--- src/rtl/jtframe_sdram64_cmdarb.sv ---
// SDRAM command-bus arbiter: grants the bus to refresh or one of four bank engines
// and drives the owner's command/address/bank onto registered SDRAM pins.
module jtframe_sdram64_cmdarb #(
    parameter int unsigned RFSH_GAP = 2,
    parameter int unsigned AW       = 13
) (
    input  logic            clk,
    input  logic            rst,
    input  logic            rfsh_br,
    output logic            rfsh_bg,
    input  logic            rfshing,
    input  logic [3:0]      rfsh_cmd,
    input  logic [AW-1:0]   rfsh_a,
    input  logic [3:0]      bank_br,
    output logic [3:0]      bank_bg,
    input  logic [3:0]      bank_idle,
    input  logic [15:0]     bank_cmd,
    input  logic [4*AW-1:0] bank_a,
    output logic [3:0]      sdram_cmd,
    output logic [AW-1:0]   sdram_a,
    output logic [1:0]      sdram_ba
);

    localparam int unsigned GW      = (RFSH_GAP > 1) ? $clog2(RFSH_GAP + 1) : 1;
    localparam logic [3:0]  CMD_NOP = 4'b0111;

    logic [1:0]    ptr;
    logic [1:0]    owner;
    logic          owner_valid;
    logic          rfsh_pend;
    logic [GW-1:0] gap_cnt;

    logic          rfsh_new_c;
    logic          rfsh_req_c;
    logic          rfsh_go_c;
    logic          bank_block_c;
    logic [3:0]    bank_elig_c;
    logic [3:0]    bank_go_c;
    logic [1:0]    bank_idx_c;
    logic [1:0]    slot_c;
    logic [1:0]    bg_idx_c;
    logic [3:0]    cmd_nxt_c;
    logic [AW-1:0] a_nxt_c;
    logic [1:0]    ba_nxt_c;

    // Refresh request and the conditions that hold off bank grants
    always_comb begin
        rfsh_new_c   = rfsh_br & ~rfsh_bg & ~rfshing;
        rfsh_req_c   = rfsh_pend | rfsh_new_c;
        rfsh_go_c    = rfsh_req_c & (&bank_idle) & ~(|bank_bg) & ~owner_valid;
        bank_block_c = rfsh_req_c | rfsh_bg | rfshing | (gap_cnt != '0);
    end

    // Round-robin search from ptr; descending loop so the nearest slot wins
    always_comb begin
        bank_elig_c = bank_br & ~bank_bg;
        bank_go_c   = '0;
        bank_idx_c  = ptr;
        slot_c      = ptr;
        for (int i = 3; i >= 0; i--) begin
            slot_c = ptr + 2'(i);
            if (bank_elig_c[slot_c]) bank_idx_c = slot_c;
        end
        if (!bank_block_c && bank_elig_c[bank_idx_c]) bank_go_c[bank_idx_c] = 1'b1;
    end

    // Owner select; refresh overrides a bank owner, idle keeps the last address
    always_comb begin
        bg_idx_c  = {bank_bg[3] | bank_bg[2], bank_bg[3] | bank_bg[1]};
        cmd_nxt_c = CMD_NOP;
        a_nxt_c   = sdram_a;
        ba_nxt_c  = sdram_ba;
        if (rfshing) begin
            cmd_nxt_c = rfsh_cmd;
            a_nxt_c   = rfsh_a;
            ba_nxt_c  = '0;
        end else if (owner_valid) begin
            cmd_nxt_c = bank_cmd[{owner, 2'b00} +: 4];
            a_nxt_c   = bank_a[AW*owner +: AW];
            ba_nxt_c  = owner;
        end
    end

    always_ff @(posedge clk) begin
        if (rst) begin
            rfsh_bg     <= 1'b0;
            bank_bg     <= '0;
            ptr         <= '0;
            owner       <= '0;
            owner_valid <= 1'b0;
            rfsh_pend   <= 1'b0;
            gap_cnt     <= '0;
            sdram_cmd   <= CMD_NOP;
            sdram_a     <= '0;
            sdram_ba    <= '0;
        end else begin
            rfsh_bg     <= rfsh_go_c;
            bank_bg     <= bank_go_c;
            owner       <= bg_idx_c;
            owner_valid <= |bank_bg;
            if (|bank_go_c) ptr <= bank_idx_c + 2'd1;
            if (rfsh_go_c)       rfsh_pend <= 1'b0;
            else if (rfsh_new_c) rfsh_pend <= 1'b1;
            // Held at RFSH_GAP while refreshing, so it counts down once rfshing falls
            if (rfshing)               gap_cnt <= GW'(RFSH_GAP);
            else if (gap_cnt != '0)    gap_cnt <= gap_cnt - GW'(1);
            sdram_cmd   <= cmd_nxt_c;
            sdram_a     <= a_nxt_c;
            sdram_ba    <= ba_nxt_c;
        end
    end

endmodule

--- config.mk ---
export PLATFORM = sky130hd
export DESIGN_NAME = jtframe_sdram64_cmdarb
export DESIGN_NICKNAME = d
export VERILOG_FILES = /design/src/rtl/jtframe_sdram64_cmdarb.sv
export SDC_FILE = /design/constraint.sdc
export NUM_CORES = 1
export LEC_CHECK = 0
export CAP_MARGIN = 25
export CORE_AREA = 2 2 63 94
export DETAILED_ROUTE_END_ITERATION = 16
export DIE_AREA = 0 0 65 96
export DONT_BUFFER_PORTS = 1
export HOLD_SLACK_MARGIN = 0.1
export PLACE_DENSITY = 0.57
export SLEW_MARGIN = 20
export SYNTH_ARGS = -nofsm -noshare
export SYNTH_HDL_FRONTEND = slang
export SYNTH_SLANG_ARGS = --single-unit
--- constraint.sdc ---
create_clock -name clk -period 4.3 [get_ports clk]
set_input_delay 0.43 -clock clk [delete_from_list [all_inputs] [get_ports clk]]
set_output_delay 0.43 -clock clk [all_outputs]
set_load 0.02 [all_outputs]
==> impl_metrics.py <==
metrics = {
    "status": {
        "status": "finished, final reports clean",
    },
    "sta": {
        "worst_slack_ns": 1.70,
        "fin_tns_setup_ns": 0,
        "fmax_mhz": 385,
        "fin_crit_sh_pct": 60.4,
        "drv_slew": 0,
        "finalSetupViolCount": 0,
        "layout_min_cycle_time_ns": 2.60,
        "tightest_slew_ns": 1.02,
        "maxSlewHeadroom_pct": 31.9,
        "fin_worst_skew_ns": 0.00722,
        "hold_viol": 0,
        "grt_setup_unrepaired": "false",
    },
    "global_routing": {
        "grt_pass1_vias": 1434,
        "grt_max_degree": 32,
        "globalRouteTotalUtil_pct": 15.7,
        "grt_antenna_before_repair": 3,
        "grt_pass1_wl_mm": 7.23,
        "gr-total-overflow": 0,
    },
    "route": {
        "drt_iter0_markers": 43,
        "wire_per_inst_um": 20.3,
        "via_per_inst": 5.87,
        "routed_wl_mm": 4.81,
        "ant_nets": 0,
        "dr.pass1.iters": 3,
        "routed-via-count": 1392,
        "drc": 0,
    },
    "die": {
        "fp.coreArea_mm2": 0.00541,
        "ios": 121,
        "die_w_um": 65,
        "die-area_mm2": 0.00624,
        "die_y_um": 96,
        "floorplan.initialDensity_pct": 33.9,
        "std_cell_rows": 33,
    },
    "synth": {
        "async_reset_ff_share_pct": 0,
        "synth_edf_count": 0,
        "yosys-top-cells-area": "dfxtp_1 35%, mux4_2 21%, mux2i_1 8.2%, a211oi_1 5.7%, nor2_1 4.3%",
        "synth.top_cell.area_share_pct": 34.9,
        "ys_warn_count": 0,
        "synthCells": 170,
        "yosys-top-cells-count": "32 x dfxtp_1, 21 x nor2_1, 17 x mux4_2",
        "yosysTopAreaCell": "dfxtp_1",
        "postSynthAreaPerCell_um2": 10.8,
        "ys_seq_area_share_pct": 34.9,
        "ys_seq_elements": 32,
        "synth_cell_types": 34,
        "syn-num-nets": 271,
        "synth_ff_type": "dfxtp_1",
        "synth_most_common_cell": "dfxtp_1",
        "netlist_area_mm2": 0.00184,
    },
    "placed_design": {
        "dp_hpwl_mm": 3.73,
        "io_buffers": 0,
        "place_congestion": 0.764,
        "post-place-ws_ns": 1.69,
    },
    "cts": {
        "clkTransAtPathRegs_ns": 0.07,
        "cts_max_level": 2,
        "hold_buffers": 0,
        "numCtsBuffers": 5,
        "max-clock-path-buffers": 2,
        "cts_setup_buffers": 0,
        "cts_tree": "done",
        "clk_latency_ns": 0.28,
        "clock_sinks": 32,
        "cts_root_buffer": "clkbuf_8",
        "post_cts_resized": 0,
    },
    "worst_setup_path": {
        "worstPathArrival_ns": 2.80,
        "cp_slowest_cell": "or4_1",
        "crit_path_start_kind": "flip-flop",
        "cpPeakStageDelay_ns": 0.52,
        "cp_max_fo": 5,
        "crit_top_cell": "a2bb2oi_1",
        "crit_buf_inv": 0,
        "cp-end-kind": "flip-flop",
        "required_ns": 4.50,
        "path_cells": "nand2b_1 > a2bb2oi_1 > a2bb2oi_1 > nand2_1 > ha_1 > or4_1 > and3_2 > a311oi_2",
        "path_class": "flip-flop to flip-flop",
        "cp_top_family": "simple AND/OR/NAND/NOR gates",
    },
    "layout": {
        "fin_util_pct": 36.4,
        "finish.net_count": 266,
        "drive_gt1_share_pct": 18.1,
        "syn2layout_area_growth_pct": 7.23,
        "n_fill_cell": 554,
    },
    "worst_hold_path": {
        "hp-class": "input pin to flip-flop",
    },
    "pwr": {
        "total_leakage_power_nw": 0.640,
        "ir_drop_mv": 0.157,
        "powerDensity_mw_per_mm2": 357,
    },
    "flow_run": {
        "maxCapViolCount": 0,
    },
}
## worst register-to-register path: stages, from the launching register on
cell       delay (ns)
dfxtp_1          0.46
nand2b_1         0.24
a2bb2oi_1        0.18
a2bb2oi_1        0.28
nand2_1          0.12
ha_1             0.22
or4_1            0.52
and3_2           0.26
a311oi_2         0.24
## state kept, by name (all words and copies together), names as in the netlist
register and cells:
bank_bg 4, gap_cnt 2, owner 2, owner_valid 1, ptr 2, rfsh_bg 1, rfsh_pend 1, sdram_a 13
sdram_ba 2, sdram_cmd 4
## cell type report
class	count	area (um2)	share of cell area, %
flip-flops and latches	32	641	32.5
diodes	1	2.50	0.127
clock buffers	6	72.6	3.69
multi-input cells	124	1120	56.8
well taps	70	87.6	4.45
clock inverters	2	35.0	1.78
repair buffers	1	7.51	0.381
inverters	1	3.75	0.191
## through the flow
| step | instances | instance area (um2) | power (mW) | hold slack, ns |
|---|---|---|---|---|
| 2_1_floorplan | 170 | 1840 | 0.417 | 0.484 |
| 3_3_place_gp | 228 | 1860 | 0.427 | 0.499 |
| 3_5_place_dp | 228 | 1860 | 0.428 | 0.506 |
| 4_1_cts | 236 | 1970 | 0.715 | 0.198 |
| 5_1_grt | 236 | 1970 | 0.736 | 0.195 |
| 6_report | 237 | 1970 | 0.703 | 0.213 |
## placed cells by master, fill, tap and decap left out, types with 2 or more instances in the layout
cell type  Yosys  final
dfxtp_1       32     32
nor2_1        21     21
mux4_2        17     17
mux2i_1       15     15
a211oi_1      14     14
nand2b_1       7      7
a21oi_1        6      6
and2_1         5      5
clkbuf_8       0      5
o22ai_1        4      4
nand2_1        4      4
ha_1           4      4
o21ai_0        3      3
a2bb2oi_1      2      2
nor2b_1        2      2
nor3b_1        2      2
nand4_1        2      2
or4_1          2      2
nor3_1         2      2
a31oi_1        2      2
## final timing paths
path                            cells after the start                 endpoint  slack [ns]               startpoint
worst max-delay path                                8      ptr[0]$_SDFFE_PP0P_        1.70    bank_bg[0]$_SDFF_PP0_
worst min-delay path                                1      ptr[0]$_SDFFE_PP0P_        0.21                      rst
worst max register to register                      8      ptr[0]$_SDFFE_PP0P_        1.70    bank_bg[0]$_SDFF_PP0_
worst min register to register                      1  gap_cnt[0]$_SDFFE_PP0P_        0.51  gap_cnt[0]$_SDFFE_PP0P_
## layer usage
metal	track usage, %	share of wire [%]
met5	0	0.27
met4	6.91	1.8
met3	7.13	13
met2	29.3	52
met1	14.4	33
## cells by family (layout without fill, tap and decap cells)
logic type               Yosys count  count (layout)  synth area share (%)
adder cells (fa/ha/maj)            4               4                  2.73
multiplexers                      32              32                  29.0
buffers and inverters             14              10                  4.16
AND/OR/NAND/NOR                   53              53                  16.0
flip-flops                        32              32                  34.9
AO/OA/AOI/OAI                     35              35                  13.2
other                              0               1                     0
## where the power goes
| group | switching, mW | internal (mW) | total, mW | leakage, nW |
|---|---|---|---|---|
| Combinational | 0.0354 | 0.0438 | 0.0792 | 0.321 |
| Sequential | 0.0292 | 0.312 | 0.341 | 0.263 |
| Clock | 0.111 | 0.172 | 0.282 | 0.0552 |
(Power assumes the default switching activity.)
